## config.mk

```make
export PLATFORM = sky130hd
export DESIGN_NAME = mem_stage_lsu
export DESIGN_NICKNAME = d
export VERILOG_FILES = /design/src/rtl/riscv_pkg.sv /design/src/rtl/mem_stage_lsu_align.sv /design/src/rtl/mem_stage_lsu.sv
export SDC_FILE = /design/constraint.sdc
export NUM_CORES = 1
export LEC_CHECK = 0
export BUFFER_PORTS_ARGS = -buffer_cell sky130_fd_sc_hd__buf_2
export CORE_ASPECT_RATIO = 0.7
export CORE_UTILIZATION = 41
export CTS_CLUSTER_DIAMETER = 60
export DETAILED_ROUTE_END_ITERATION = 8
export PLACE_DENSITY = 0.73
export SLEW_MARGIN = 20
export SYNTH_ARGS = -nofsm -noshare
export SYNTH_HDL_FRONTEND = slang
export SYNTH_SLANG_ARGS = --single-unit
```

## constraint.sdc

```tcl
create_clock -name clk -period 2.26 [get_ports clk]
set_clock_uncertainty 0.15 [all_clocks]
set_input_delay 0.678 -clock clk [delete_from_list [all_inputs] [get_ports clk]]
set_output_delay 0.678 -clock clk [all_outputs]
set_load 0.02 [all_outputs]
```

## src/rtl/riscv_pkg.sv

```systemverilog
`default_nettype none
// ============================================================================
// riscv_pkg
// ----------------------------------------------------------------------------
// Shared definitions for the MEM-stage load/store unit: ALU opcodes that
// select a memory access, funct3 access-size encodings and the LSU FSM state
// type.
// Revision: 1.0  initial release
// ============================================================================
package riscv_pkg;

  // ALU opcodes that turn the ALU result into an effective address
  localparam logic [4:0] ALU_LOAD  = 5'b10100;
  localparam logic [4:0] ALU_STORE = 5'b10101;

  // funct3 access size / signedness
  localparam logic [2:0] F3_B  = 3'b000;
  localparam logic [2:0] F3_H  = 3'b001;
  localparam logic [2:0] F3_W  = 3'b010;
  localparam logic [2:0] F3_BU = 3'b100;
  localparam logic [2:0] F3_HU = 3'b101;

  // LSU control states
  typedef enum logic [1:0] {
    ST_IDLE = 2'd0,
    ST_REQ  = 2'd1,
    ST_WAIT = 2'd2
  } lsu_state_t;

endpackage : riscv_pkg
`default_nettype wire

```

## src/rtl/mem_stage_lsu_align.sv

```systemverilog
`default_nettype none
// ============================================================================
// lsu_align
// ----------------------------------------------------------------------------
// Purely combinational lane steering for the load/store unit.
//   Inputs : addr_lo    - byte offset within the word
//            funct3     - access size / signedness
//            is_store   - 1 for a store access
//            store_data - rs2 value to be written
//            rdata      - word returned by data memory
//   Outputs: be         - byte enables for the access
//            wdata      - store data moved into its byte lane(s)
//            fault      - illegal funct3 or misaligned address
//            load_data  - selected lane, sign/zero extended to 32 bits
// Revision: 1.0  initial release
// ============================================================================
module lsu_align
  import riscv_pkg::*;
(
  input  logic [1:0]  addr_lo,
  input  logic [2:0]  funct3,
  input  logic        is_store,
  input  logic [31:0] store_data,
  input  logic [31:0] rdata,
  output logic [3:0]  be,
  output logic [31:0] wdata,
  output logic        fault,
  output logic [31:0] load_data
);

  logic [4:0]  shamt;
  logic [31:0] lane;
  logic        illegal_f3;
  logic        store_bad;
  logic        half_mis;
  logic        word_mis;

  // Byte offset expressed as a bit shift
  assign shamt = {addr_lo, 3'b000};

  always_comb begin
    be = 4'b1111;
    case (funct3[1:0])
      2'b00:   be = 4'b0001 << addr_lo;
      2'b01:   be = 4'b0011 << addr_lo;
      default: be = 4'b1111;
    endcase
  end

  // Shifting left places the low byte/half into the lane selected by addr
  assign wdata = store_data << shamt;

  assign illegal_f3 = (funct3 == 3'b011) || (funct3 == 3'b110) ||
                      (funct3 == 3'b111);
  // Stores have no unsigned variants
  assign store_bad  = is_store & funct3[2];
  assign half_mis   = (funct3[1:0] == 2'b01) & addr_lo[0];
  assign word_mis   = (funct3[1:0] == 2'b10) & (addr_lo != 2'b00);
  assign fault      = illegal_f3 | store_bad | half_mis | word_mis;

  // Bring the addressed lane down to bit 0 before extension
  assign lane = rdata >> shamt;

  always_comb begin
    load_data = lane;
    case (funct3)
      F3_B:    load_data = {{24{lane[7]}}, lane[7:0]};
      F3_BU:   load_data = {24'h000000, lane[7:0]};
      F3_H:    load_data = {{16{lane[15]}}, lane[15:0]};
      F3_HU:   load_data = {16'h0000, lane[15:0]};
      default: load_data = lane;
    endcase
  end

endmodule : lsu_align
`default_nettype wire

```

## src/rtl/mem_stage_lsu.sv

```systemverilog
`default_nettype none
// ============================================================================
// mem_stage_lsu
// ----------------------------------------------------------------------------
// MEM pipeline stage: passes non-memory ALU results to writeback after one
// register stage, and runs load/store operations over a req/gnt/rvalid data
// memory port, holding off EX while a transaction is outstanding.
//   EX side  : ex_valid/ex_ready handshake, ex_alu_ctrl, ex_alu_result
//              (effective address for L/S), ex_store_data, ex_funct3,
//              ex_rd, ex_rd_we
//   Memory   : dmem_req/we/addr/be/wdata out, dmem_gnt/rvalid/rdata in
//   Writeback: wb_valid pulse with wb_we, wb_rd, wb_data, lsu_fault
// All dmem_* and wb_* outputs are registered; ex_ready decodes state only.
// Revision: 1.0  initial release
// ============================================================================
module mem_stage_lsu
  import riscv_pkg::*;
#(
  parameter int ADDR_W = 32
) (
  input  logic              clk,
  input  logic              rst_n,
  input  logic              ex_valid,
  output logic              ex_ready,
  input  logic [4:0]        ex_alu_ctrl,
  input  logic [31:0]       ex_alu_result,
  input  logic [31:0]       ex_store_data,
  input  logic [2:0]        ex_funct3,
  input  logic [4:0]        ex_rd,
  input  logic              ex_rd_we,
  output logic              dmem_req,
  output logic              dmem_we,
  output logic [ADDR_W-1:0] dmem_addr,
  output logic [3:0]        dmem_be,
  output logic [31:0]       dmem_wdata,
  input  logic              dmem_gnt,
  input  logic              dmem_rvalid,
  input  logic [31:0]       dmem_rdata,
  output logic              wb_valid,
  output logic              wb_we,
  output logic [4:0]        wb_rd,
  output logic [31:0]       wb_data,
  output logic              lsu_fault
);

  lsu_state_t        state_q,      state_d;
  logic [1:0]        addr_lo_q,    addr_lo_d;
  logic [2:0]        funct3_q,     funct3_d;
  logic [4:0]        rd_q,         rd_d;
  logic              is_store_q,   is_store_d;

  logic              dmem_req_q,   dmem_req_d;
  logic              dmem_we_q,    dmem_we_d;
  logic [ADDR_W-1:0] dmem_addr_q,  dmem_addr_d;
  logic [3:0]        dmem_be_q,    dmem_be_d;
  logic [31:0]       dmem_wdata_q, dmem_wdata_d;
  logic              wb_valid_q,   wb_valid_d;
  logic              wb_we_q,      wb_we_d;
  logic [4:0]        wb_rd_q,      wb_rd_d;
  logic [31:0]       wb_data_q,    wb_data_d;
  logic              lsu_fault_q,  lsu_fault_d;

  logic [ADDR_W-1:0] ex_addr;
  logic              ex_is_load;
  logic              ex_is_store;
  logic [1:0]        al_addr_lo;
  logic [2:0]        al_funct3;
  logic              al_is_store;
  logic [3:0]        al_be;
  logic [31:0]       al_wdata;
  logic              al_fault;
  logic [31:0]       al_load_data;

  assign ex_addr     = ex_alu_result[ADDR_W-1:0];
  assign ex_is_load  = (ex_alu_ctrl == ALU_LOAD);
  assign ex_is_store = (ex_alu_ctrl == ALU_STORE);

  // One aligner serves both phases: in IDLE it looks at the incoming EX
  // operation (be/wdata/fault), afterwards at the latched access (load data).
  always_comb begin
    al_addr_lo  = addr_lo_q;
    al_funct3   = funct3_q;
    al_is_store = is_store_q;
    if (state_q == ST_IDLE) begin
      al_addr_lo  = ex_addr[1:0];
      al_funct3   = ex_funct3;
      al_is_store = ex_is_store;
    end
  end

  lsu_align u_align (
    .addr_lo    (al_addr_lo),
    .funct3     (al_funct3),
    .is_store   (al_is_store),
    .store_data (ex_store_data),
    .rdata      (dmem_rdata),
    .be         (al_be),
    .wdata      (al_wdata),
    .fault      (al_fault),
    .load_data  (al_load_data)
  );

  always_comb begin
    state_d      = state_q;
    addr_lo_d    = addr_lo_q;
    funct3_d     = funct3_q;
    rd_d         = rd_q;
    is_store_d   = is_store_q;
    dmem_req_d   = dmem_req_q;
    dmem_we_d    = dmem_we_q;
    dmem_addr_d  = dmem_addr_q;
    dmem_be_d    = dmem_be_q;
    dmem_wdata_d = dmem_wdata_q;
    // Writeback strobes are single-cycle; the payload simply holds
    wb_valid_d   = 1'b0;
    wb_we_d      = 1'b0;
    lsu_fault_d  = 1'b0;
    wb_rd_d      = wb_rd_q;
    wb_data_d    = wb_data_q;

    case (state_q)
      ST_IDLE: begin
        if (ex_valid) begin
          if (ex_is_load || ex_is_store) begin
            addr_lo_d  = ex_addr[1:0];
            funct3_d   = ex_funct3;
            rd_d       = ex_rd;
            is_store_d = ex_is_store;
            if (al_fault) begin
              // Report the fault straight away, memory is never touched
              wb_valid_d  = 1'b1;
              lsu_fault_d = 1'b1;
              wb_we_d     = 1'b0;
              wb_rd_d     = ex_rd;
            end else begin
              state_d      = ST_REQ;
              dmem_req_d   = 1'b1;
              dmem_we_d    = ex_is_store;
              dmem_addr_d  = {ex_addr[ADDR_W-1:2], 2'b00};
              dmem_be_d    = al_be;
              dmem_wdata_d = al_wdata;
            end
          end else begin
            wb_valid_d = 1'b1;
            wb_we_d    = ex_rd_we;
            wb_rd_d    = ex_rd;
            wb_data_d  = ex_alu_result;
          end
        end
      end

      ST_REQ: begin
        if (dmem_gnt) begin
          dmem_req_d = 1'b0;
          dmem_we_d  = 1'b0;
          if (is_store_q) begin
            state_d    = ST_IDLE;
            wb_valid_d = 1'b1;
            wb_we_d    = 1'b0;
            wb_rd_d    = rd_q;
          end else if (dmem_rvalid) begin
            // Zero-latency memory: data returns with the grant
            state_d    = ST_IDLE;
            wb_valid_d = 1'b1;
            wb_we_d    = (rd_q != 5'd0);
            wb_rd_d    = rd_q;
            wb_data_d  = al_load_data;
          end else begin
            state_d = ST_WAIT;
          end
        end
      end

      ST_WAIT: begin
        if (dmem_rvalid) begin
          state_d    = ST_IDLE;
          wb_valid_d = 1'b1;
          wb_we_d    = (rd_q != 5'd0);
          wb_rd_d    = rd_q;
          wb_data_d  = al_load_data;
        end
      end

      default: begin
        state_d    = ST_IDLE;
        dmem_req_d = 1'b0;
        dmem_we_d  = 1'b0;
      end
    endcase
  end

  always_ff @(posedge clk or negedge rst_n) begin
    if (!rst_n) begin
      state_q      <= ST_IDLE;
      addr_lo_q    <= 2'b00;
      funct3_q     <= 3'b000;
      rd_q         <= 5'd0;
      is_store_q   <= 1'b0;
      dmem_req_q   <= 1'b0;
      dmem_we_q    <= 1'b0;
      dmem_addr_q  <= '0;
      dmem_be_q    <= 4'b0000;
      dmem_wdata_q <= 32'h0;
      wb_valid_q   <= 1'b0;
      wb_we_q      <= 1'b0;
      wb_rd_q      <= 5'd0;
      wb_data_q    <= 32'h0;
      lsu_fault_q  <= 1'b0;
    end else begin
      state_q      <= state_d;
      addr_lo_q    <= addr_lo_d;
      funct3_q     <= funct3_d;
      rd_q         <= rd_d;
      is_store_q   <= is_store_d;
      dmem_req_q   <= dmem_req_d;
      dmem_we_q    <= dmem_we_d;
      dmem_addr_q  <= dmem_addr_d;
      dmem_be_q    <= dmem_be_d;
      dmem_wdata_q <= dmem_wdata_d;
      wb_valid_q   <= wb_valid_d;
      wb_we_q      <= wb_we_d;
      wb_rd_q      <= wb_rd_d;
      wb_data_q    <= wb_data_d;
      lsu_fault_q  <= lsu_fault_d;
    end
  end

  assign ex_ready   = (state_q == ST_IDLE);
  assign dmem_req   = dmem_req_q;
  assign dmem_we    = dmem_we_q;
  assign dmem_addr  = dmem_addr_q;
  assign dmem_be    = dmem_be_q;
  assign dmem_wdata = dmem_wdata_q;
  assign wb_valid   = wb_valid_q;
  assign wb_we      = wb_we_q;
  assign wb_rd      = wb_rd_q;
  assign wb_data    = wb_data_q;
  assign lsu_fault  = lsu_fault_q;

endmodule : mem_stage_lsu
`default_nettype wire
```

==> reports/metrics.yaml <==
status: "finished, violations left"
violations: "hold timing, setup timing"
min_period_over_period_pct: 110
synth-main-ff-cell: "dfrtp_1"
syn_to_final_growth_pct: 47.4
vias: 6594
avgViaCountPerCell: 5.53
die_x_um: 154
p_per_area_nw_per_um2: 1540
synth_area_leader_cell: "dfrtp_1"
synth_edf_count: 0
start_kind: "register"
rsz0062_at_grt: "yes"
power_uw: 15200
synth_cells: 686
ios: 226
setup_ws_ps: -229
cts_tree: "built"
cellLeakagePower_uw: 0.00490
timing.fmax_mhz: 402
clk_latency_ps: 410
irDropWorstVdd_uv: 885
htree_levels: 4
grt_pass1_vias: 6351
synth.top_cell.area_share_pct: 45.4
fp-row-count: 38
area.sequential_sq_um: 3030
synth_seq_cells: 121
ff2ff_path_depth: 9
final_antenna_net_count: 0
nets: 1097
dp_hpwl_mm: 15.5
clk_path_buf_depth: 2
grt_pass1_wl_mm: 34.0
wirelength_mm: 23.1
grtUsageTotal_pct: 26.5
hp-class: "input pin to asynchronous set/reset pin"
drt_pass1_iterations: 5
cts.clk_slew.worst_paths_ps: 60
required_ps: 2400
drt-initial-drc-count: 576
yosys_warnings: 0
grt_overflow: 0
pre_cts_ws_ps: -199
numPortBuffers: 223
hold_ws_ps: -0.953
crit_type: "register to register"
drive_above_1_share_pct: 48.8
cp_max_fo: 8
worst_ep_arrival_time_ps: 2630
period_needed_ps: 2490
maxCapViolCount: 0
ys_types: 63
setup_viol: 98
nFillCells: 1265
die-area_sq_um: 16800
gp_congestion: 0.879
start_util_pct: 42.5
hold_buffers: 0
async_flop_share_pct: 100
die_h_um: 109
wire_per_inst_um: 19.4
drc: 0
end_kind: "register"
cts_sinks: 121
ys_seq_area_share_pct: 45.4
finalHoldViolations: 1
multi_input_area_sq_um: 3660
synth_area_per_cell_sq_um: 9.73
grt_max_degree: 61
cts_made_buffers: 17
antenna_found_initial: 4
final_max_slew_viol_count: 0
synth_area_leaders: "dfrtp_1, nand2_1, mux2_4"
synthesis.area_sq_um: 6670
core_sq_um: 15700
cts-root-buf: "clkbuf_16"
[cells in the final DEF, fill, tap and decap left out, types with 5 or more instances in the layout]
cell        instances
a21oi_1            47
mux2_4             32
buf_12             14
o2bb2ai_2           8
clkinvlp_4          6
o31ai_1             8
o21ai_1            19
clkbuf_16          23
mux2i_1            18
buf_6               6
nor3_1             21
o21ai_0            16
buf_4              66
buf_2             222
nand2_1           134
o21ai_2             5
nand3_1            30
mux2_2             19
dfrtp_1           121
nor2_1             45
a22o_1             10
inv_1               5
a22oi_2             6
a211oi_2           16
buf_8               7
[kinds of logic (layout without fill, tap and decap cells)]
family	after synthesis	after routing	share of synthesized area (%)
buf+inv	57	361	4.67
flops	121	121	45.4
mux	76	76	14.7
other cells	1	4	0.0562
compound gates	163	163	17.3
simple gates	264	264	17.2
fa+ha+maj	4	4	0.750
[per-layer routing]
layer	track usage (%)	up-vias	routed length [um]	share of wire [%]
met4	8.35	4	458	2.0
met3	5.56	44	1750	7.6
met5	0	-	22	0.095
met1	35.6	3204	10100	44
met2	43.1	323	10800	47
li1	-	3019	-	-
[synthesized netlist by cell type (17+ instances only)]
master    count
mux2i_1      20
clkbuf_1     17
mux2_2       22
a21oi_1      50
nand2_1     142
dfrtp_1     121
mux2_4       29
o21ai_0      32
nand3_1      31
nor2_1       46
nor3_1       23
buf_2        21
[path summary, 6_finish.rpt]
| check | slack (ps) | startpoint | end |
|---|---|---|---|
| worst max-delay path | -230 | state_q[1]$_DFFE_PN0P_ | dmem_addr[25]$_DFFE_PN0P_ |
| worst min-delay path | -1 | rst_n | dmem_addr[3]$_DFFE_PN0P_ |
| worst max register to register | -230 | state_q[1]$_DFFE_PN0P_ | dmem_addr[25]$_DFFE_PN0P_ |
| worst min register to register | 320 | dmem_wdata[24]$_DFFE_PN0P_ | dmem_wdata[24]$_DFFE_PN0P_ |
| max in group asynchronous | 1310 | rst_n | addr_lo_q[1]$_DFFE_PN0P_ |
| min in group clk | 320 | dmem_wdata[24]$_DFFE_PN0P_ | dmem_wdata[24]$_DFFE_PN0P_ |
[flip-flops by register name, summed over array words and instances (netlist names), 2 cells and up]
signal	cells
dmem_addr	30
addr_lo_q	2
state_q	2
wb_data	32
rd_q	5
dmem_wdata	32
dmem_be	4
wb_rd	5
funct3_q	3
[final cells by class]
| class | count | share of cell area (%) |
|---|---|---|
| clock buffers | 18 | 4.46 |
| flip-flops and latches | 121 | 30.8 |
| well taps | 200 | 2.54 |
| diodes | 2 | 0.0509 |
| inverters | 7 | 0.267 |
| clock inverters | 14 | 2.00 |
| repair buffers | 322 | 22.7 |
| multi-input cells | 509 | 37.2 |
[power breakdown]
group / internal (uW) / switching (uW)
combinational: 3700 / 4740
clock: 1880 / 1070
sequential: 3140 / 642
total: 8720 / 6460
[per-stage QoR]
step,hold slack (ps),utilization [%],area [sq um],TNS (ps),cells
after CTS,0.396,59.2,9290,-8580,1173
final,-0.953,62.7,9840,-15710,1193
after detailed placement,314,54.4,8530,-9960,1136
after global placement,305,54.4,8530,-7230,1136
after floorplan,232,-,6750,-3640,687
after global routing,16.5,62.7,9840,-21410,1192
[worst max-delay path, cell delays in order, from the launching register on]
cell	delay [ps]
dfrtp_1	390
inv_2	70
ha_4	180
buf_6	140
nor3b_4	150
or2_4	250
o311ai_4	340
buf_8	220
clkbuf_16	180
mux2_4	290
[repair_timing]
item | 4_1_cts | 5_1_grt
gates cloned | 2 | 7
pin swaps | 3 | 22
endpoints found under the setup margin | 89 | 108
setup buffers | 3 | 14
resized for setup | 6 | 92
Note: power is estimated with default switching activity, not from simulation.
